$ cat config.mk
export PLATFORM = sky130hd
export DESIGN_NAME = lut_neuron_array
export DESIGN_NICKNAME = d
export VERILOG_FILES = /design/src/rtl/lut_neuron_array.sv
export SDC_FILE = /design/constraint.sdc
export NUM_CORES = 1
export LEC_CHECK = 0
export BUFFER_PORTS_ARGS = -buffer_cell sky130_fd_sc_hd__buf_2
export CAP_MARGIN = 20
export CORE_ASPECT_RATIO = 1.5
export CORE_MARGIN = 5
export CORE_UTILIZATION = 30
export CTS_CLUSTER_DIAMETER = 120
export DETAILED_ROUTE_END_ITERATION = 7
export GPL_TIMING_DRIVEN = 0
export PLACE_DENSITY = 0.43
export SLEW_MARGIN = 10
export SYNTH_ARGS = -nofsm -noshare
export SYNTH_HDL_FRONTEND = slang
export SYNTH_SLANG_ARGS = --single-unit
export TNS_END_PERCENT = 10
$ cat constraint.sdc
create_clock -name clk -period 2.9 [get_ports clk]
set_clock_uncertainty 0.2 [all_clocks]
set_input_delay 0.145 -clock clk [delete_from_list [all_inputs] [get_ports clk]]
set_output_delay 0.145 -clock clk [all_outputs]
set_load 0.1 [all_outputs]
$ cat src/rtl/lut_neuron_array.sv
// rtl/lut_neuron_array.sv - runtime-loadable array of LUT neurons with a registered valid/ready output stage
module lut_neuron_array #(
    parameter int IN_BITS     = 6,
    parameter int OUT_BITS    = 1,
    parameter int NUM_NEURONS = 4,
    parameter int NIDX_W      = 2
) (
    input  logic                            clk,
    input  logic                            rst_n,
    input  logic                            in_valid,
    output logic                            in_ready,
    input  logic [NUM_NEURONS*IN_BITS-1:0]  in_data,
    output logic                            out_valid,
    input  logic                            out_ready,
    output logic [NUM_NEURONS*OUT_BITS-1:0] out_data,
    input  logic                            cfg_start,
    input  logic                            cfg_we,
    input  logic [NIDX_W-1:0]               cfg_neuron,
    input  logic [IN_BITS-1:0]              cfg_entry,
    input  logic [OUT_BITS-1:0]             cfg_data,
    input  logic                            cfg_done,
    output logic                            cfg_busy,
    output logic                            cfg_err,
    output logic                            loaded
);

    localparam int DEPTH = 1 << IN_BITS;

    typedef enum logic [1:0] {
        S_UNCFG,
        S_DRAIN,
        S_LOAD,
        S_RUN
    } state_t;

    state_t              state;
    logic [OUT_BITS-1:0] tbl [NUM_NEURONS][DEPTH];

    logic accept;
    logic start_ok;
    logic neuron_ok;
    logic write_en;
    logic err_set;

    assign in_ready  = (state == S_RUN) && (!out_valid || out_ready);
    assign accept    = in_valid && in_ready;
    assign cfg_busy  = (state == S_DRAIN) || (state == S_LOAD);
    assign start_ok  = cfg_start && ((state == S_UNCFG) || (state == S_RUN));
    assign neuron_ok = 32'(cfg_neuron) < NUM_NEURONS;
    assign write_en  = (state == S_LOAD) && cfg_we && neuron_ok;
    assign err_set   = cfg_we && ((state != S_LOAD) || !neuron_ok);

    always_ff @(posedge clk or negedge rst_n) begin
        if (!rst_n) begin
            state   <= S_UNCFG;
            cfg_err <= 1'b0;
            loaded  <= 1'b0;
        end else begin
            case (state)
                S_UNCFG, S_RUN: begin
                    if (cfg_start) state <= S_DRAIN;
                end
                // Leave DRAIN only after the output register has been seen empty for a cycle.
                S_DRAIN: begin
                    if (!out_valid) state <= S_LOAD;
                end
                S_LOAD: begin
                    if (cfg_done) begin
                        state  <= S_RUN;
                        loaded <= 1'b1;
                    end
                end
                default: state <= S_UNCFG;
            endcase

            if (err_set)
                cfg_err <= 1'b1;
            else if (start_ok)
                cfg_err <= 1'b0;
        end
    end

    always_ff @(posedge clk or negedge rst_n) begin
        if (!rst_n) begin
            for (int n = 0; n < NUM_NEURONS; n++)
                for (int e = 0; e < DEPTH; e++)
                    tbl[n][e] <= '0;
        end else if (write_en) begin
            for (int n = 0; n < NUM_NEURONS; n++)
                if (cfg_neuron == NIDX_W'(n))
                    tbl[n][cfg_entry] <= cfg_data;
        end
    end

    always_ff @(posedge clk or negedge rst_n) begin
        if (!rst_n) begin
            out_valid <= 1'b0;
            out_data  <= '0;
        end else if (accept) begin
            out_valid <= 1'b1;
            for (int n = 0; n < NUM_NEURONS; n++)
                out_data[n*OUT_BITS +: OUT_BITS] <= tbl[n][in_data[n*IN_BITS +: IN_BITS]];
        end else if (out_ready) begin
            out_valid <= 1'b0;
        end
    end

endmodule

==> results.sh, run 1 <==
export IMPL_status="finished with violations"
export IMPL_violations="hold timing"
export IMPL_top_usage_layer="met2"
export IMPL_die_area_mm2=0.05080
export IMPL_r2r_end="tbl[150]"
export IMPL_clk_pin_slew_worst_paths_ps=60
export IMPL_via_per_inst=4.908
export IMPL_layout_min_cycle_time_ps=2737
export IMPL_slew_viol_final=0
export IMPL_htree_levels=1
export IMPL_grt_use_met2_pct=33.65
export IMPL_slew_headroom_pct=41.64
export IMPL_async_reset_ff_share_pct=100.0
export IMPL_comb_power_share_pct=16.2
export IMPL_clock_path_buffers=3
export IMPL_synth_nets=1257
export IMPL_rows=96
export IMPL_syn_area_mm2=0.01389
export IMPL_synth_area_leader_cell="dfrtp_1"
export IMPL_seqPwrFrac_pct=42.6
export IMPL_fmax_ghz=0.3654
export IMPL_start_util_pct=30.36
export IMPL_synth_compound_area_share_pct=3.035
export IMPL_first_global_vias=9839
export IMPL_met1_usage_pct=20.71
export IMPL_dieHeight_um=273.6
export IMPL_yosys_area_share_xor_xnor_pct=0
export IMPL_synth_edf_count=0
export IMPL_io_pins=49
export IMPL_synth_cells=1214
export IMPL_grt_max_degree=103
export IMPL_start_kind="flop"
export IMPL_r2r_start="state[0]"
export IMPL_die_w_um=185.7
export IMPL_clk_latency_ps=560
export IMPL_area_delta_synth_final_pct=15.54
export IMPL_antenna_found_initial=1
export IMPL_worstSetupStartpoint="state[0]"
export IMPL_cts_tree="built"
export IMPL_p_leak_nw=7.358
export IMPL_synth_distinct_cells=42
export IMPL_grt_ovfl_total=0
export IMPL_p_sw_share_pct=29.56
export IMPL_synthAdderAreaFrac_pct=0.2702
export IMPL_drc=0
export IMPL_portBuffers=39
export IMPL_fill_cells=4556
export IMPL_yosysWarningCount=0
export IMPL_layout_commonest_cell="dfrtp_1"
export IMPL_critPathKind="flop to flop"
export IMPL_cts_sinks=265
export IMPL_powerDensity_mw_per_mm2=572.1
export IMPL_ys_flop_type="dfrtp_1"
export IMPL_antenna_cells=0
export IMPL_nNetsFinal=1349
export IMPL_post_drt_wl_per_cell_um=23.40
export IMPL_netlist_top_cells_area="dfrtp_1 (48%), mux2_2 (20%), nor2_1 (5.9%)"
export IMPL_ir_worst_vdd_uv=382.7
export IMPL_hold_slack_ps=-18.39
export IMPL_maxCapViolations=0
export IMPL_cp_arrival_ps=2980
export IMPL_wl_um=44720
export IMPL_final_period_utilization_pct=94.36
export IMPL_hpwlAfterDp_um=35320
export IMPL_crit_required_ps=3150
export IMPL_final_cell_mix="dfrtp_1 (265), mux2_2 (251), nor2_1 (219), nand2_1 (141), mux2i_1 (72)"
export IMPL_synth_top_area_share_pct=47.73
export IMPL_ant_nets=0
export IMPL_setup_viol=0
export IMPL_cp_max_fo=10
export IMPL_cp_end_kind="flop"
export IMPL_r2r_slack_ps=160
export IMPL_hold_violations=10
export IMPL_gp_congestion=0.8376
export IMPL_p_sw_mw=2.715
export IMPL_synthMuxAreaShare_pct=31.86
export IMPL_first_iter_violations=446
export IMPL_core_area_mm2=0.04576
export IMPL_clkPwrFrac_pct=41.2
export IMPL_pre_cts_ws_ps=78.36
export IMPL_synth_top_family_by_area="multiplexers"
export IMPL_route_vias_total=9379
export IMPL_syn_area_per_cell_um2=11.44
export IMPL_cts_root_buf="clkbuf_16"
export IMPL_grt_setup_unrepaired="false"
export IMPL_worst_slew_pin_slew_ps=873.5
export IMPL_synth_seq_area_share_pct=47.73
export IMPL_reg2reg_depth=8
export IMPL_numCtsBuffers=28
export IMPL_placed_cells=1844
export IMPL_synth_seq_cells=265
export IMPL_grt_pass1_wl_um=65950
export IMPL_synth_simple_area_share_pct=13.31
export IMPL_grtUsageTotal_pct=17.52
export IMPL_firstDrtPassIters=7
export IMPL_final_util_pct=35.07
export IMPL_gr_usage_met3_pct=1.516
export IMPL_holdCritPathClass="input pin to async pin"
export IMPL_p_int_mw=6.468
export IMPL_power_mw=9.182
export IMPL_final_cell_count_no_fill=1911
export IMPL_worst_slack_ps=163.4
export IMPL_post_route_cells_drive_above_1_share_pct=30.54
-- power groups by stage --
| stage | clock [mW] | combinational [mW] | sequential (mW) |
|---|---|---|---|
| floorplan | 0 | 0.706 | 4.25 |
| global placement | 0 | 1.42 | 3.98 |
| detailed placement | 0 | 1.44 | 3.99 |
| CTS | 3.89 | 1.51 | 3.92 |
| global route | 4.02 | 1.59 | 3.93 |
| finish | 3.78 | 1.49 | 3.92 |
-- state kept, by name, indices dropped and copies added (netlist names) --
name	count
state	2
loaded	1
out_data	4
cfg_err	1
out_valid	1
tbl	256
-- final cells by class --
cell class | count | area (um2) | share of cell area [%]
tap | 588 | 735.7 | 4.584
inverter | 6 | 22.52 | 0.1403
timing repair buffer | 62 | 488.0 | 3.040
clock buffer | 36 | 772.0 | 4.810
clock inverter | 11 | 157.7 | 0.9822
sequential | 265 | 6631 | 41.32
multi-input combinational | 855 | 6739 | 41.99
buffer | 88 | 504.2 | 3.142
-- through the flow --
step                TNS [ps]  instance area [um2]  hold WS (ps)
floorplan                  0                13890        -350.6
global placement    -1003500                14820         167.2
detailed placement         0                14920         19.78
CTS                        0                16050         6.364
global route               0                16050         47.64
finish                     0                16050        -18.39
-- kinds of logic (layout without fill, tap and decap cells) --
family          after synthesis  after routing
simple gates                433            433
mux                         364            364
flops                       265            265
compound gates               55             55
buf+inv                      94            203
fa+ha+maj                     3              3
-- worst max-delay path by stage --
stage,endpoint,cells after the start
floorplan,out_data[0],4
global placement,loaded,1
detailed placement,tbl[215],8
CTS,tbl[215],8
global route,tbl[150],8
finish,tbl[150],8
-- timing repair --
item / in CTS / in global routing
resized for setup: 0 / 1
buffers inserted: 0 / 0
hold endpoints to repair: 240 / 0
hold buffers: 20 / 0
setup endpoints to repair: 0 / 14
-- layer usage --
layer / vias up / part of all wire [%]
met3: 50 / 2.1
met1: 4768 / 40
met4: 2 / 2.2
met2: 111 / 55
met5: - / 0.025
li1: 4448 / -
-- critical path: stages (launching register included) --
cell,delay (ps)
dfrtp_1,410
inv_1,70
ha_1,310
nand2_1,170
or3_1,490
buf_2,280
buf_4,210
nor2_1,130
mux2_2,350
-- cell usage after synthesis, types with 6 or more instances --
cell      count
a211oi_1      8
a22oi_1      16
a31oi_1       8
and3_1       10
buf_2        27
buf_8         7
clkbuf_1     46
dfrtp_1     265
inv_1         6
mux2_1        9
mux2_2      251
mux2i_1      72
mux4_1       15
mux4_2       17
nand2_1     141
nand3_1       9
nand4b_1      8
nor2_1      219
nor2b_1      10
o21ai_0       7
Power figures use the tool's default switching activity.
==> run 2: changes to the inputs <==
- ABC_AREA: default -> 1
- CORE_ASPECT_RATIO: 1.5 -> 0.8
==> results.sh, run 2 <==
export IMPL_wl_met1_um=25790
export IMPL_final_cell_count_no_fill=2272
export IMPL_pre_cts_ws_ps=361.8
export IMPL_area_delta_synth_final_pct=16.63
export IMPL_first_global_vias=11850
export IMPL_grt_pass1_wl_um=79030
export IMPL_worst_slew_pin_slew_ps=834.4
export IMPL_reg2reg_depth=12
export IMPL_worst_slack_ps=128.7
export IMPL_first_iter_violations=1597
export IMPL_slew_headroom_pct=44.17
export IMPL_cp_end_kind="flop"
export IMPL_final_period_utilization_pct=95.56
export IMPL_critPathKind="flop to flop"
export IMPL_start_util_pct=30.36
export IMPL_synth_edf_count=0
export IMPL_highest_layer="met4"
export IMPL_fmax_ghz=0.3608
export IMPL_grt_max_degree=101
export IMPL_cts_setup_buffers=0
export IMPL_gp_congestion=0.8742
export IMPL_status="finished clean"
export IMPL_netlist_top_cells_count="nand2_1 (349), dfrtp_1 (265), nand3_1 (245)"
export IMPL_syn_area_mm2=0.01310
export IMPL_hold_violations=0
export IMPL_regMostFlops="tbl"
export IMPL_cp_arrival_ps=3050
export IMPL_setup_tns_ps=0
export IMPL_clk_pin_slew_worst_paths_ps=60
export IMPL_cts_sinks=265
export IMPL_largest_reg_flops=256
export IMPL_cts_tree="built"
export IMPL_hpwlAfterDp_um=39180
export IMPL_powerDensity_mw_per_mm2=657.4
export IMPL_synth_seq_cells=265
export IMPL_clk_latency_ps=580
export IMPL_dieHeight_um=196.9
export IMPL_nNetsFinal=1731
export IMPL_portBuffers=36
export IMPL_yosysWarningCount=0
export IMPL_biggestRegsByFlops="tbl (256), out_data (4), state (2)"
export IMPL_slew_viol_final=0
export IMPL_route_vias_total=12730
export IMPL_synth_cells=1596
export IMPL_wl_met3_um=3913
export IMPL_async_reset_ff_share_pct=100.0
export IMPL_cts_root_buf="clkbuf_16"
export IMPL_synth_most_common_cell="nand2_1"
export IMPL_rows=68
export IMPL_core_area_mm2=0.04314
export IMPL_layout_min_cycle_time_ps=2771
export IMPL_hold_slack_ps=29.44
export IMPL_cp_max_fo=2
export IMPL_start_kind="flop"
export IMPL_htree_levels=1
export IMPL_setup_viol=0
export IMPL_final_util_pct=35.41
export IMPL_hp_start="cfg_data"
export IMPL_synth_distinct_cells=20
export IMPL_layout_commonest_cell="nand2_1"
export IMPL_ir_worst_vdd_uv=435.8
export IMPL_grt_setup_unrepaired="false"
export IMPL_placed_cells=2194
export IMPL_r2r_end="out_data[3]"
export IMPL_grt_ovfl_total=0
export IMPL_synth_seq_area_share_pct=50.64
export IMPL_r2r_slack_ps=130
export IMPL_fill_cells=4591
export IMPL_syn_area_per_cell_um2=8.205
export IMPL_ant_nets=0
export IMPL_whs_path_depth=4
export IMPL_final_cell_mix="nand2_1 (349), dfrtp_1 (265), nand3_1 (245), a21oi_1 (237), a31oi_1 (237)"
export IMPL_post_drt_wl_per_cell_um=23.46
export IMPL_die_area_mm2=0.04795
export IMPL_die_w_um=243.6
export IMPL_worstHoldEndpoint="tbl[40]"
export IMPL_dr_wl_met2_um=22400
export IMPL_netlist_top_cells_area="dfrtp_1 (51%), a31oi_1 (11%), nand2_1 (10%)"
export IMPL_drc=0
export IMPL_synth_area_leader_cell="dfrtp_1"
export IMPL_via_per_inst=5.601
export IMPL_wl_um=53290
export IMPL_r2r_start="tbl[20]"
export IMPL_ys_flop_type="dfrtp_1"
export IMPL_p_leak_nw=6.821
export IMPL_crit_required_ps=3170
export IMPL_post_route_cells_drive_above_1_share_pct=10.57
export IMPL_firstDrtPassIters=5
export IMPL_holdCritPathClass="input pin to flop"
export IMPL_synth_top_area_share_pct=50.64
export IMPL_numCtsBuffers=31
export IMPL_io_pins=49
export IMPL_antenna_found_initial=0
export IMPL_maxCapViolations=0
export IMPL_antenna_cells=0
export IMPL_synth_nets=1639
export IMPL_clock_path_buffers=3
export IMPL_grtUsageTotal_pct=21.45
-- run 2: area by class of cell --
class	instances	area, um2	area share [%]
Tap cell	560	700.7	4.588
Buffer	126	641.9	4.203
Clock buffer	46	892.1	5.841
Sequential cell	265	6631	43.42
Clock inverter	11	130.1	0.8520
Timing Repair Buffer	59	455.4	2.982
Inverter	37	138.9	0.9093
Multi-Input combinational cell	1168	5683	37.21
-- run 2: repair_timing --
action                                  in CTS  in global routing
resized for setup                            0                  0
hold buffers                                21                  0
hold endpoints to repair                   185                  0
endpoints found under the setup margin       0                  0
-- run 2: critical path: stages (launching register included) --
cell and delay [ps]:
dfrtp_1 400, nand2_1 70, nand3_1 70, nand3_1 120, nand3_1 100, nand2_1 110
nand2_1 60, nand3_1 80, dlygate4sd3_1 550, nand2_1 120, dlygate4sd3_1 650, nand2_1 80
nand2_1 50
-- run 2: power breakdown --
group | total (mW) | switching, mW | internal [mW]
clock network | 4.04 | 1.67 | 2.38
registers | 4.12 | 0.154 | 3.96
logic | 1.88 | 1.40 | 0.480
-- run 2: layer usage --
layer  GRT usage [%]  vias to the layer above
met4           4.763                        0
met5               0                        -
met3           3.959                       74
met2           30.97                      464
li1                -                     5892
met1           33.35                     6295
-- run 2: worst max path at each step --
stage	start	endpoint	slack (ps)	cells after the start
final	tbl[20]	out_data[3]	130	12
after global routing	tbl[20]	out_data[3]	20	12
after CTS	tbl[20]	out_data[3]	140	12
after detailed placement	state[0]	tbl[51]	360	7
after global placement	rst_n	tbl[113]	-4030	1
after floorplan	out_valid	out_data[0]	440	6
-- run 2: logic make-up (layout without fill, tap and decap cells) --
logic type / count (synthesis) / in the layout / share of synthesized area (%)
compound gates: 500 / 500 / 21.47
flops: 265 / 265 / 50.64
buf+inv: 163 / 279 / 5.962
fa+ha+maj: 3 / 3 / 0.2867
simple gates: 665 / 665 / 21.64
-- run 2: metrics by stage --
stage	power (mW)	area, um2
finish	10.04	15270
floorplan	5.403	13100
CTS	10.11	15270
global route	10.45	15270
global placement	5.966	13980
detailed placement	5.991	14040
